--- src/rtl/calc_pkg.sv ---
// Shared types and constants for the result-to-BCD conversion path.
package calc_pkg;

  typedef enum logic [1:0] {IDLE, SHIFT, DONE} bcd_state_t;

  localparam logic [3:0] BCD_BLANK = 4'hF;

  // Smallest digit count d with 10^d > 2^width - 1.
  function automatic int bcd_digits(input int width);
    longint unsigned max_val;
    longint unsigned lim;
    int d;
    max_val = (longint'(1) << width) - 1;
    lim = 10;
    d = 1;
    for (int i = 0; i < 20; i++) begin
      if (lim <= max_val) begin
        lim = lim * 10;
        d = d + 1;
      end
    end
    return d;
  endfunction

endpackage

--- src/rtl/result_bcd_converter_if.sv ---
// Start/busy/done handshake plus data between the result stage and the BCD converter.
interface result_bcd_if #(
  parameter int WIDTH  = 16,
  parameter int DIGITS = 5
);
  logic                  start_i;
  logic [WIDTH-1:0]      value_i;
  logic                  sign_i;
  logic                  busy_o;
  logic                  done_o;
  logic [4*DIGITS-1:0]   bcd_o;
  logic                  sign_o;

  modport master (
    output start_i, value_i, sign_i,
    input  busy_o, done_o, bcd_o, sign_o
  );

  modport slave (
    input  start_i, value_i, sign_i,
    output busy_o, done_o, bcd_o, sign_o
  );
endinterface

--- src/rtl/bcd_add3_digit.sv ---
// Double-dabble correction cell: a BCD digit of 5 or more gets +3 before the shift.
module bcd_add3_digit (
  input  logic [3:0] digit,
  output logic [3:0] corrected
);
  assign corrected = (digit >= 4'd5) ? digit + 4'd3 : digit;
endmodule

--- src/rtl/result_bcd_converter.sv ---
// Sequential binary-to-BCD converter (double-dabble, one bit per clock).
// Define LEADING_ZERO_BLANK_EN to replace leading zero digits above digit 0 with the blank code.
//
// state | meaning
// IDLE  | waiting for start_i; captures value/sign on start
// SHIFT | one add-3/shift step per cycle, WIDTH cycles
// DONE  | one cycle; publishes bcd_o/sign_o and done_o on the closing edge
module result_bcd_converter
  import calc_pkg::*;
#(
  parameter int WIDTH  = 16,
  parameter int DIGITS = bcd_digits(WIDTH)
) (
  input  logic              clock_i,
  input  logic              reset_ni,
  result_bcd_if.slave       bus
);

  localparam int CNT_W = $clog2(WIDTH + 1);

  bcd_state_t            state_q, state_d;
  logic [4*DIGITS-1:0]   work_q, work_fix, bcd_next, bcd_q;
  logic [WIDTH-1:0]      bin_q;
  logic [CNT_W-1:0]      cnt_q;
  logic                  sign_hold_q, sign_q, done_q;
  logic                  busy, load_start, shift_en, load_out;

  for (genvar g = 0; g < DIGITS; g++) begin : g_add3
    bcd_add3_digit u_add3 (
      .digit     (work_q[4*g +: 4]),
      .corrected (work_fix[4*g +: 4])
    );
  end

  always_ff @(posedge clock_i or negedge reset_ni) begin
    if (!reset_ni) state_q <= IDLE;
    else           state_q <= state_d;
  end

  always_comb begin
    state_d = state_q;
    case (state_q)
      IDLE:    if (bus.start_i) state_d = SHIFT;
      SHIFT:   if (cnt_q == CNT_W'(1)) state_d = DONE;
      DONE:    state_d = IDLE;
      default: state_d = IDLE;
    endcase
  end

  always_comb begin
    busy       = (state_q == SHIFT);
    load_start = (state_q == IDLE) && bus.start_i;
    shift_en   = (state_q == SHIFT);
    load_out   = (state_q == DONE);
  end

  always_ff @(posedge clock_i or negedge reset_ni) begin
    if (!reset_ni) begin
      work_q      <= '0;
      bin_q       <= '0;
      cnt_q       <= '0;
      sign_hold_q <= 1'b0;
    end else if (load_start) begin
      work_q      <= '0;
      bin_q       <= bus.value_i;
      cnt_q       <= CNT_W'(WIDTH);
      sign_hold_q <= bus.sign_i;
    end else if (shift_en) begin
      {work_q, bin_q} <= {work_fix, bin_q} << 1;
      cnt_q           <= cnt_q - CNT_W'(1);
    end
  end

`ifdef LEADING_ZERO_BLANK_EN
  // Scan from the top digit down; stop blanking at the first non-zero digit.
  always_comb begin
    logic leading;
    leading  = 1'b1;
    bcd_next = work_q;
    for (int i = DIGITS - 1; i >= 1; i--) begin
      if (leading && (work_q[4*i +: 4] == 4'd0)) bcd_next[4*i +: 4] = BCD_BLANK;
      else                                       leading = 1'b0;
    end
  end
`else
  assign bcd_next = work_q;
`endif

  always_ff @(posedge clock_i or negedge reset_ni) begin
    if (!reset_ni) begin
      done_q <= 1'b0;
      bcd_q  <= '0;
      sign_q <= 1'b0;
    end else begin
      done_q <= load_out;
      if (load_out) begin
        bcd_q  <= bcd_next;
        sign_q <= sign_hold_q;
      end
    end
  end

  assign bus.busy_o = busy;
  assign bus.done_o = done_q;
  assign bus.bcd_o  = bcd_q;
  assign bus.sign_o = sign_q;

endmodule
--- src/flat_wrapper.sv ---
// flat-port wrapper written by rule: the top's interface ports become plain ports
module result_bcd_converter_flat import calc_pkg::*;
#(
  parameter int WIDTH  = 16,
  parameter int DIGITS = bcd_digits(WIDTH)
)
  (clock_i, reset_ni, bus_start_i, bus_value_i, bus_sign_i, bus_busy_o, bus_done_o, bus_bcd_o, bus_sign_o);
  result_bcd_if #(.WIDTH(WIDTH), .DIGITS(DIGITS)) bus_i ();
  input  logic clock_i;
  input  logic reset_ni;
  input wire logic [$bits(bus_i.start_i)-1:0] bus_start_i;
  input wire logic [$bits(bus_i.value_i)-1:0] bus_value_i;
  input wire logic [$bits(bus_i.sign_i)-1:0] bus_sign_i;
  output wire logic [$bits(bus_i.busy_o)-1:0] bus_busy_o;
  output wire logic [$bits(bus_i.done_o)-1:0] bus_done_o;
  output wire logic [$bits(bus_i.bcd_o)-1:0] bus_bcd_o;
  output wire logic [$bits(bus_i.sign_o)-1:0] bus_sign_o;
  assign bus_i.start_i = bus_start_i;
  assign bus_i.value_i = bus_value_i;
  assign bus_i.sign_i = bus_sign_i;
  assign bus_busy_o = bus_i.busy_o;
  assign bus_done_o = bus_i.done_o;
  assign bus_bcd_o = bus_i.bcd_o;
  assign bus_sign_o = bus_i.sign_o;
  result_bcd_converter #(.WIDTH(WIDTH), .DIGITS(DIGITS)) u_core (.clock_i(clock_i), .reset_ni(reset_ni), .bus(bus_i));
endmodule
--- config.mk ---
export PLATFORM = sky130hd
export DESIGN_NAME = result_bcd_converter_flat
export DESIGN_NICKNAME = d
export VERILOG_FILES = /design/src/rtl/calc_pkg.sv /design/src/rtl/result_bcd_converter_if.sv /design/src/rtl/bcd_add3_digit.sv /design/src/rtl/result_bcd_converter.sv /design/src/flat_wrapper.sv
export SDC_FILE = /design/constraint.sdc
export NUM_CORES = 1
export LEC_CHECK = 0
export ABC_CLOCK_PERIOD_IN_PS = 2850
export CORE_AREA = 4 4 77 79
export CTS_BUF_LIST = sky130_fd_sc_hd__clkbuf_4 sky130_fd_sc_hd__clkbuf_8 sky130_fd_sc_hd__clkbuf_16
export DETAILED_ROUTE_END_ITERATION = 6
export DIE_AREA = 0 0 81 83
export PLACE_DENSITY = 0.88
export SYNTH_ARGS = -nofsm -noshare
export SYNTH_HDL_FRONTEND = slang
export SYNTH_SLANG_ARGS = --single-unit
--- constraint.sdc ---
create_clock -name clock_i -period 2.85 [get_ports clock_i]
set_input_delay 0.57 -clock clock_i [delete_from_list [all_inputs] [get_ports clock_i]]
set_output_delay 0.57 -clock clock_i [all_outputs]
set_load 0.03 [all_outputs]
==> results of run 1 <==
worst max-delay path, cell delays in order (launching register included):
cell and delay [ns]:
dfrtp_1 0.42, nand2b_1 0.19, inv_2 0.41, buf_4 0.26
layout make-up:
cell class	count	area, sq um
Clock buffer	13	160
Clock inverter	3	15.0
Fill cell	451	1730
Inverter	14	52.6
Multi-Input combinational cell	170	1170
Sequential cell	66	1650
Tap cell	72	90.1
Timing Repair Buffer	49	465
Yosys cell counts:
cell type,instances,area share
o21ai_0,18,0.031
a21oi_1,5,0.0085
nand2_4,1,0.0038
nor3b_4,1,0.0064
xor2_1,4,0.012
a32o_1,5,0.017
or3b_1,1,0.0030
nand2b_1,7,0.015
nor2_1,1,0.0013
o32ai_1,4,0.012
dfrtp_1,66,0.56
o31ai_1,7,0.018
or4_1,2,0.0051
buf_8,1,0.0051
nor4b_1,1,0.0030
xnor2_1,5,0.015
nand3_1,5,0.0085
inv_1,13,0.017
o21ai_1,1,0.0017
and2_1,1,0.0021
mux2_1,1,0.0038
clkbuf_1,4,0.0051
inv_2,1,0.0013
a22oi_1,15,0.038
o22ai_1,5,0.011
a22o_1,5,0.015
ha_1,12,0.051
mux2_2,10,0.038
mux2i_1,5,0.017
buf_2,8,0.014
nand2_1,48,0.061
stage by stage:
step	hold slack (ns)	util	cells	instance area [sq um]	total power, mW
finish	0.172	0.675	387	3600	4.35
detailed placement	0.464	0.643	371	3430	3.69
global route	0.194	0.675	387	3600	4.68
CTS	0.175	0.675	387	3600	4.39
floorplan	0.274	-	263	2940	3.06
global placement	0.458	0.643	371	3430	3.56
metal layers:
layer | vias up | wire [um]
li1 | 1016 | -
met1 | 1047 | 2440
met2 | 48 | 2790
met3 | 10 | 265
met4 | 0 | 104
met5 | - | 0
report_power, final:
part / leakage, nW / internal, mW / switching (mW)
logic: 0.755 / 0.874 / 1.12
registers: 0.826 / 1.36 / 0.290
clock network: 0.0974 / 0.364 / 0.335
final timing paths:
check                                  start             endpoint  slack [ns]
max                        u_core.state_q[1]           bus_busy_o        0.67
max reg2reg                u_core.state_q[1]      u_core.cnt_q[4]        1.03
min                                 reset_ni  u_core.bus.bcd_o[9]        0.17
min in group clock_i         u_core.bin_q[2]      u_core.bin_q[2]        0.48
min reg2reg                  u_core.bin_q[2]      u_core.bin_q[2]        0.48
max in group asynchronous           reset_ni      u_core.cnt_q[2]        2.00
state kept, by name (all words and copies together) (netlist names):
signal	count
u_core.sign_hold_q	1
u_core.bcd_next	20
u_core.bus.done_o	1
u_core.cnt_q	5
u_core.state_q	2
u_core.bus.sign_o	1
u_core.bin_q	16
u_core.bus.bcd_o	20
kinds of logic (layout without fill, tap and decap cells):
kind of cell,Yosys count,after routing
fa+ha+maj,12,12
simple gates,68,68
xor+xnor,9,9
buf+inv,27,79
mux,16,16
flops,66,66
compound gates,65,65
==> summary.md, run 1 <==
| Metric | Value |
|---|---|
| Status | completed |
| Final net count | 342 |
| Synth Area in Simple Gates | 0.109 |
| Cell leakage power | between 1.5 and 2 nW |
| GR peak layer | met2 |
| Synthesized net count | ~300 |
| Initial Utilization | 0.552 |
| Final Cycle Share | 0.764 |
| Critical path type | reg -> out |
| Rel. slew slack | 0.416 |
| Vias in the first global route | ~2200 |
| Initial antenna violation count | 0 |
| Most common cell after layout, fill and taps aside | dfrtp_1 |
| Setup TNS | 0 ns |
| GPL Wtd Cong | 0.743 |
| CTS tree | yes |
| Slew @ Worst Pin | between 0.8 and 0.9 ns |
| Share of post-route cells with drive strength above 1 | 0.121 |
| Die ar. | 0.00672 sq mm |
| Final setup viols | 0 |
| Ys Warns | 0 |
| Drt pass-1 iters | 4 |
| DRT iter0 DRCs | 148 |
| Grt met1 use | 0.228 |
| Gr ovfl total | 0 |
| Post-Synth Adder-Cell Area | 0.0510 |
| Mapped Avg Cell Area | ~11 sq um |
| Number of setup buffers added after CTS | 0 |
| Num rows | 27 |
| Setup Skew | ~0.0078 ns |
| Pins Over Slew Limit | 0 |
| Detailed-route via count | roughly 2100 |
| Post-CTS Resized | 0 |
| Complex-gate fraction of the synthesized area | 0.151 |
| Routed Antenna Nets | 0 |
| Max VDD drop | between 0.0005 and 0.0006 V |
| Post-synthesis register bit count | 66 |
| Dpl ws | approximately 0.61 ns |
| Vias per cell | 5.48 |
| Drt drc | 0 |
| Met3 Usage GRT | 0.0531 |
| Yosys cell types | 31 |
| Gate Count Post-Synth | 263 |
| H-Tree Depth | 3 |
| Worst Path Max Fanout | 31 |
| ANT cells | 0 |
| Worst Path Arrival | around 1.6 ns |
| Clk Latency, worst-skew pair | about 0.34 ns |
| Die Y | a little over 80 um |
| Fin worst setup slack | a little under 0.7 ns |
| Mapped Area | about 0.0029 sq mm |
| Drt wl/cell | between 10 and 15 um |
| Largest net degree at the start of global routing | 32 |
| Longest Clk Path Bufs | 2 |
| Cts bufs inserted | 9 |
| CTS clock-pin slew for the worst setup and hold paths | 0.07 ns |
| Min-delay worst type | in -> async |
| Die width | around 80 um |
| Critical Path End Type | output port |
| CP startpoint kind | flip-flop |
| Maxcap violations | 0 |
| Main combinational cell family by area after synthesis | compound AO/OA/AOI/OAI gates |
| Post-synthesis xor/xnor area fraction | 0.0268 |
| Met2 global-route usage | 0.301 |
| RSZ-0062 raised after global routing | false |
| Hold bufs inserted after CTS | 0 |
| Dpl hpwl | around 4000 um |
| Post-synthesis mux area share | 0.0591 |
| Total Routing Usage GR | 0.186 |
| Sequential cell area fraction in the yosys report | 0.561 |
| I/O Buffers | 42 |
| CTS root buf | clkbuf_8 |
| Reg2reg path depth | 5 |
| PwrDens | ~1200 mW/mm^2 |
| Clk sink count | 66 |
| Tmin final | between 2 and 2.5 ns |
| Most frequent cells in the layout | dfrtp_1 (66), nand2_1 (48), clkdlybuf4s50_1 (40), o21ai_0 (18), a22oi_1 (15) |
| First-pass GRT wire length | 9780 um |
| Critical path data required time | 2.28 ns |
| DRT Wirelength | around 5600 um |
| Final hold violations | 0 |
| Area Growth Syn to Fin | 22.4% |
| Fmax | approximately 0.46 GHz |
| Top-level I/O count | 43 |
| Core ar. | 0.00534 sq mm |
Note: power is estimated with default switching activity, not from simulation.
==> run 2, diff against run 1 <==
Settings changed: ABC_CLOCK_PERIOD_IN_PS 2850 to 2300, CORE_AREA 4 4 77 79 to 4 4 79 81, DIE_AREA 0 0 81 83 to 0 0 83 85, PLACE_DENSITY 0.88 to 0.84.
Clock period 2.85 ns to 2.3 ns, I/O delays scaled along.
==> run 2 against run 1 <==
Against the previous run: hold slack got worse by 0.048 ns; clock skew shrank 0.0019 ns; critical endpoint unchanged; critical path depth increased by 1; first-iteration DRC count shrank 50%; die area is 4.9% higher; sequential power up 24%; non-clock buffer count is 1 higher; cell count is the same; worst setup slack got worse by 0.50 ns; critical path type unchanged; utilization shrank 0.98 points.
==> summary.md, run 2 (same netlist as run 1, synthesis figures left out) <==
| Metric | Value |
|---|---|
| Critical path type | reg -> out |
| Vias in the first global route | 2134 |
| Initial Utilization | 0.538 |
| Final Cycle Share | 0.924 |
| Placed cells | 372 |
| Die ar. | slightly above 0.007 sq mm |
| CTS tree | yes |
| Final hold violations | 0 |
| GPL Wtd Cong | around 0.76 |
| Fmax | roughly 0.47 GHz |
| Most frequent cells in the layout | dfrtp_1 (66), nand2_1 (48), clkdlybuf4s50_1 (40), o21ai_0 (18), a22oi_1 (15) |
| Tot Pwr | between 5 and 6 mW |
| PwrDens | around 1500 mW/mm^2 |
| Slew @ Worst Pin | about 0.57 ns |
| Fin worst setup slack | around 0.17 ns |
| DRT iter0 DRCs | between 70 and 80 |
| Share of post-route cells with drive strength above 1 | 0.121 |
| First-pass GRT wire length | between 9000 and 10000 um |
| Core ar. | roughly 0.0055 sq mm |
| Sw frac | 0.394 |
| Worst Path Max Fanout | 16 |
| Psw | ~2.2 mW |
| Hold bufs inserted after CTS | 0 |
| Sequential share of power | 0.371 |
| Seq. cell area | ~0.0017 sq mm |
| Area Growth Syn to Fin | 23.7% |
| Reg2reg path depth | 6 |
| Clk Latency, worst-skew pair | approximately 0.33 ns |
| Longest Clk Path Bufs | 2 |
| Num rows | 27 |
| Final cell count without fillers | a little under 400 |
| Dpl ws | slightly above 0.3 ns |
| Routed Antenna Nets | 0 |
| H-Tree Depth | 3 |
| Tmin final | ~2.1 ns |
| Min-delay worst type | in -> async |
| Internal power | between 3 and 4 mW |
| Total Routing Usage GR | 0.166 |
| I/O Buffers | 42 |
| Post-CTS Resized | 0 |
| CTS clock-pin slew for the worst setup and hold paths | 0.06 ns |
| Multi-input logic area | about 0.0012 sq mm |
| Drt pass-1 iters | 4 |
| Most common cell after layout, fill and taps aside | dfrtp_1 |
| DRT Wirelength | approximately 5600 um |
| Clk sink count | 66 |
| Initial antenna violation count | 0 |
| Maxcap violations | 0 |
| Logic pwr share | 0.458 |
| Cell leakage power | roughly 1.7 nW |
| Setup TNS | 0 ns |
| Max VDD drop | slightly below 0.0007 V |
| Die width | ~83 um |
| Cts bufs inserted | 9 |
| CP startpoint kind | flip-flop |
| Worst Path Arrival | about 1.7 ns |
| ANT cells | 0 |
| Gr ovfl total | 0 |
| Die Y | between 80 and 90 um |
| Rel. slew slack | 0.620 |
| Hold WS | roughly 0.12 ns |
| Critical Path End Type | output port |
| Fillers | ~460 |
| Dpl hpwl | 3860 um |
| Final net count | between 300 and 400 |
| Detailed-route via count | roughly 2100 |
| CTS root buf | clkbuf_8 |
| RSZ-0062 raised after global routing | false |
| Drt drc | 0 |
| Number of setup buffers added after CTS | 0 |
| Final setup viols | 0 |
| Largest net degree at the start of global routing | between 60 and 70 |
| Clock network fraction of design power | 0.171 |
| Setup Skew | 0.00595 ns |
| Drt wl/cell | about 14 um |
| Status | completed |
| Top-level I/O count | 43 |
| Vias per cell | around 5.5 |
| Pins Over Slew Limit | 0 |
| Critical path data required time | 1.84 ns |
==> run 2: worst max-delay path, cell delays in order, from the launching register on <==
cell and delay (ns):
dfrtp_1 0.43, nand2b_1 0.19, inv_2 0.25, buf_4 0.28, buf_4 0.19
==> run 2: per-layer routing <==
layer	wire length [um]	GRT usage
met1	2500	0.203
met2	2750	0.281
met3	257	0.0350
met4	80	0.0817
met5	0	0
==> run 2: power groups by stage <==
stage                     combinational [mW]  clock (mW)  sequential [mW]
after floorplan                         1.48           0             2.31
after global placement                  2.42           0             2.04
after detailed placement                2.53           0             2.06
after CTS                               2.55       0.971             2.05
after global routing                    2.76        1.03             2.11
final                                   2.52       0.941             2.05
==> run 2: through the flow <==
step / util / instance area (sq um)
6_report: 0.666 / 3640
5_1_grt: 0.666 / 3640
4_1_cts: 0.666 / 3640
3_5_place_dp: 0.630 / 3450
3_3_place_gp: 0.630 / 3450
2_1_floorplan: - / 2940
==> run 2: final cells by class <==
type                            instances  share of cell area
Multi-Input combinational cell        170               0.321
Sequential cell                        66               0.453
Clock inverter                          3              0.0110
Inverter                               14              0.0144
Tap cell                               72              0.0247
Timing Repair Buffer                   50               0.133
Clock buffer                           12              0.0419
==> run 2: worst paths after layout <==
path | endpoint | slack (ns) | startpoint
min reg2reg | u_core.sign_hold_q | 0.47 | u_core.sign_hold_q
max in group asynchronous | u_core.bin_q[0] | 1.87 | reset_ni
max | bus_busy_o | 0.17 | u_core.state_q[1]
min in group clock_i | u_core.sign_hold_q | 0.47 | u_core.sign_hold_q
min | u_core.bus.bcd_o[18] | 0.12 | reset_ni
max reg2reg | u_core.cnt_q[4] | 0.44 | u_core.state_q[1]
==> RTL edit 1 (settings of run 2) <==
Add a define of `LEADING_ZERO_BLANK_EN`.
--- a/src/rtl/result_bcd_converter.sv
+++ b/src/rtl/result_bcd_converter.sv
@@ -7,2 +7,4 @@
 // DONE  | one cycle; publishes bcd_o/sign_o and done_o on the closing edge
+`define LEADING_ZERO_BLANK_EN
+
 module result_bcd_converter
Behaviour: no difference found for any inputs over 10 cycles, from zero or initial values and one cycle with reset_ni low; that may be too few to reach the edited logic, so the function may still have changed.
==> RTL edit 1 against run 2 <==
Core utilization rose by 2.7 points; register-to-register slack got worse by 0.25 ns; area after synthesis rose by 4.0%; sequential cell count did not move; wire length rose by 14%; total power rose by 4.8%; cell area rose by 4.1%; worst setup slack improved by 0.020 ns.
==> RTL edit 1: results (changes against run 2) <==
Outcome - finished clean
Slew headroom - 0.545 (-0.0744)
HPWL after detailed placement - 4260 microns (+10%)
Slowest CP cell - or4b_4
Cell area after layout - 3790 sq um (+4.1%)
Peak supply drop - 0.821 mV (+20%)
RePlAce Congestion - 0.816 (+7.8%)
First-pass GRT wire length - 11300 microns (+19%)
Internal power - 3.40 mW (+1.9%)
Met3 global-route usage - 0.0379 (+0.00291)
Compound-gate portion of the synthesized area - 0.168 (+0.0166)
Post-Place Cells - 409 (+9.9%)
Total Wirelength - 6360 microns (+14%)
Top cells by count, synth - dfrtp_1, nand2_1, inv_1, o21ai_0
Pre-CTS WS - 0.195 ns (-0.110 ns)
Synth unique cells - 38 (+23%)
Skew final - 0.00825 ns (+0.00230 ns)
Routed len/inst - 15.0 microns (+3.7%)
Syn Area/Cell - 10.2 sq um (-9.1%)
WL met1 - 2660 microns (+6.2%)
Metal2 WL - 3180 microns (+16%)
Clock slew at reported path FFs - 0.08 ns (+0.02 ns)
Post-DP Area - 3580 sq um (+3.8%)
Clk pwr - 0.999 mW (+6.2%)
Worst Path Max Fanout - 6 (-10)
Fill count - 440 (-3.7%)
Clock power share - 0.173 (+0.002)
Largest cells by area after synthesis - dfrtp_1, nand2_1, ha_1
Leakage power - 1.77 nW (+4.6%)
Arrival time of the worst setup path - 2.35 ns (+0.68 ns)
[RTL edit 1: path summary, 6_finish.rpt]
kind	cells past startpoint	slack, ns	endpoint	startpoint
hold / removal	2	0.12	u_core.bus.bcd_o[19]$_DFFE_PN0P_	reset_ni
setup reg to reg	6	0.19	u_core.bus.bcd_o[4]$_DFFE_PN0P_	u_core.work_q[16]$_DFFE_PN0P_
min in group clock_i	2	0.47	u_core.bus.bcd_o[15]$_DFFE_PN0P_	u_core.bus.bcd_o[15]$_DFFE_PN0P_
setup / recovery	6	0.19	u_core.bus.bcd_o[4]$_DFFE_PN0P_	u_core.work_q[16]$_DFFE_PN0P_
max in group asynchronous	2	1.89	u_core.work_q[14]$_DFFE_PN0P_	reset_ni
hold reg to reg	2	0.47	u_core.bus.bcd_o[15]$_DFFE_PN0P_	u_core.bus.bcd_o[15]$_DFFE_PN0P_
[RTL edit 1: cells by family after synthesis]
group	Yosys count
mux	6
compound gates	76
xor+xnor	6
flops	66
buf+inv	31
simple gates	101
fa+ha+maj	15
[RTL edit 1: worst max-delay path: cells and delay by family, from the launching register on]
| kind | cells | cell delay, ns |
|---|---|---|
| AO/OA/AOI/OAI | 1 | 0.18 |
| adder cells (fa/ha/maj) | 1 | 0.25 |
| AND/OR/NAND/NOR | 3 | 1.05 |
| buffers and inverters | 1 | 0.12 |
| flip-flops | 1 | 0.41 |
[RTL edit 1: layout make-up]
| class | instances | area share |
|---|---|---|
| multi-input combinational | 204 | 0.342 |
| timing repair buffer | 50 | 0.128 |
| clock buffer | 11 | 0.0399 |
| tap | 72 | 0.0238 |
| sequential | 66 | 0.436 |
| clock inverter | 5 | 0.0139 |
| inverter | 17 | 0.0168 |
[RTL edit 1: what timing repair did]
action	4_1_cts	5_1_grt
resized for setup	0	1
setup endpoints to repair	0	4
buffers inserted	0	0
==> RTL edit 2 (config.mk and constraints of run 2) <==
Made on the original files. Reset style: synchronous (`reset_ni`), changed in 3 clocked blocks.
--- a/src/rtl/result_bcd_converter.sv
+++ b/src/rtl/result_bcd_converter.sv
@@ -34,3 +34,3 @@
 
-  always_ff @(posedge clock_i or negedge reset_ni) begin
+  always_ff @(posedge clock_i) begin
     if (!reset_ni) state_q <= IDLE;
@@ -56,3 +56,3 @@
 
-  always_ff @(posedge clock_i or negedge reset_ni) begin
+  always_ff @(posedge clock_i) begin
     if (!reset_ni) begin
@@ -88,3 +88,3 @@
 
-  always_ff @(posedge clock_i or negedge reset_ni) begin
+  always_ff @(posedge clock_i) begin
     if (!reset_ni) begin
Check against the original RTL: differs if reset_ni is asserted again (counterexample within 4 cycles, from zero or initial values and one cycle with reset_ni low); with reset_ni held inactive, the same outputs for 10 cycles.
==> RTL edit 2 against run 2 <==
Synthesized cell count increased by 37%; cell count increased by 22%; sequential cell count unchanged; worst setup slack improved by 0.079 ns; fmax increased by 3.9%; first-iteration DRC count increased by 85%; cell area increased by 2.2%; core utilization increased by 1.5 points; wire length increased by 10%; area after synthesis increased by 6.4%.
Power is not compared: it rests on default switching activity, and its combinational part moved more than twofold at a synthesized area within 25%.
==> RTL edit 2: results (changes against run 2) <==
Outcome - finished clean
H-tree levels - 3 (unchanged)
Slowest CP cell - dfxtp_1
Post-CTS Resized - 0 (unchanged)
Clock sink total - 66 (unchanged)
DRT iter0 DRCs - 137 (+85%)
Routed len/inst - 13.0 microns (-9.8%)
R2r setup slk - 0.63 ns (+0.19 ns)
First-pass GRT wire length - 11000 microns (+16%)
Register area share after synthesis - 0.422 (-0.139)
HPWL after detailed placement - 4320 microns (+12%)
Arrival time of the worst setup path - 1.59 ns (-0.08 ns)
Slew headroom - 0.633 (+0.0128)
Layout cell share with drive strength beyond 1 - 0.108 (-0.0131)
Largest net degree at the start of global routing - 29 (-57%)
Synth async-reset ratio - 0 (-1.00)
Clock Buffer Count - 13 (+1)
Clock slew at reported path FFs - 0.07 ns
Non-clock buffer share - 0.128 (-0.00488)
Comb_multi_in - 253 (+49%)
Total GRT Usage - 0.187 (+0.0207)
YS warnings - 0 (unchanged)
Synth unique cells - 42 (+35%)
RePlAce Congestion - 0.822 (+8.7%)
Worst Min Path Start - u_core.bus.bcd_o[7]$_SDFFE_PN0P_
Critical Path Source - u_core.state_q[0]$_SDFFE_PN0P_
Via count of the first global-routing pass - 2547 (+19%)
Largest cells by area after synthesis - dfxtp_1, nand2_1, a21oi_1
FF/Latch Area - 1320 sq um (-20%)
Top cells by count, synth - dfxtp_1, nand2_1, a21oi_1
Antenna viol nets, final - 0 (unchanged)
Clock Network Area Fraction - 0.0471 (-0.00584)
Top Family by Delay on Critical Path - flip-flops
Ant. Diodes - 0 (unchanged)
Peak supply drop - 0.320 mV
Max incr delay on CP - 0.67 ns (+0.24 ns)
Skew final - 0.00675 ns (+0.000796 ns)
Nets - 427 (+24%)
Fill count - 472 (+3.3%)
Worst Path Max Fanout - 28 (+12)
Synthesized Nets - 391 (+33%)
Fraction of area in multi-input gates - 0.430 (+0.108)
CTS root buffer - clkbuf_8
HP Class - flop to flop
Vias - 2591 (+22%)
Inverters excl. clock - 15 (+1)
[RTL edit 2: changes by cell type in the layout (fill, tap and decap cells not counted), sizes merged, moves of 9 or more]
cell    delta
nor2      +24
a22oi     -15
a21boi    +23
dfxtp     +66
dfrtp     -66
nand2      +9
a211oi     +9
o21ai     +15
a21oi     +27
[RTL edit 2: final timing paths]
kind	depth (start not counted)	end
worst max-delay path	3	bus_busy_o
worst min-delay path	2	u_core.bus.bcd_o[7]$_SDFFE_PN0P_
worst max register to register	4	u_core.state_q[1]$_SDFFE_PN0P_
worst min register to register	2	u_core.bus.bcd_o[7]$_SDFFE_PN0P_
[RTL edit 2: worst min-delay path, delay by kind of cell, from the launching register on]
family	cells	cell delay, ns
AOI/OAI and AO/OA	1	0.05
DFF	1	0.31
and+or+nand+nor	1	0.05
[RTL edit 2: kinds of logic (layout without fill, tap and decap cells)]
family          Yosys count  in the layout  synth area share
flops                    66             66             0.422
mux                       5              5            0.0180
simple gates            106            106             0.159
fa+ha+maj                12             12            0.0479
buf+inv                  40             81            0.0679
compound gates          127            127             0.278
xor+xnor                  3              3           0.00839
[RTL edit 2: metrics by stage]
stage          area (sq um)  setup slack [ns]   util  hold WS, ns  cells
2_1_floorplan          3130             0.847      -        0.431    359
3_3_place_gp           3550             0.433  0.648        0.440    456
3_5_place_dp           3550             0.376  0.648        0.445    456
4_1_cts                3720             0.251  0.680        0.454    472
5_1_grt                3720             0.155  0.680        0.479    472
6_report               3720             0.254  0.680        0.450    472
[RTL edit 2: per-layer routing]
layer  share of wire  track usage
met2            0.49        0.332
met3           0.038       0.0447
met1            0.46        0.212
met4           0.015       0.0847
met5               0            0
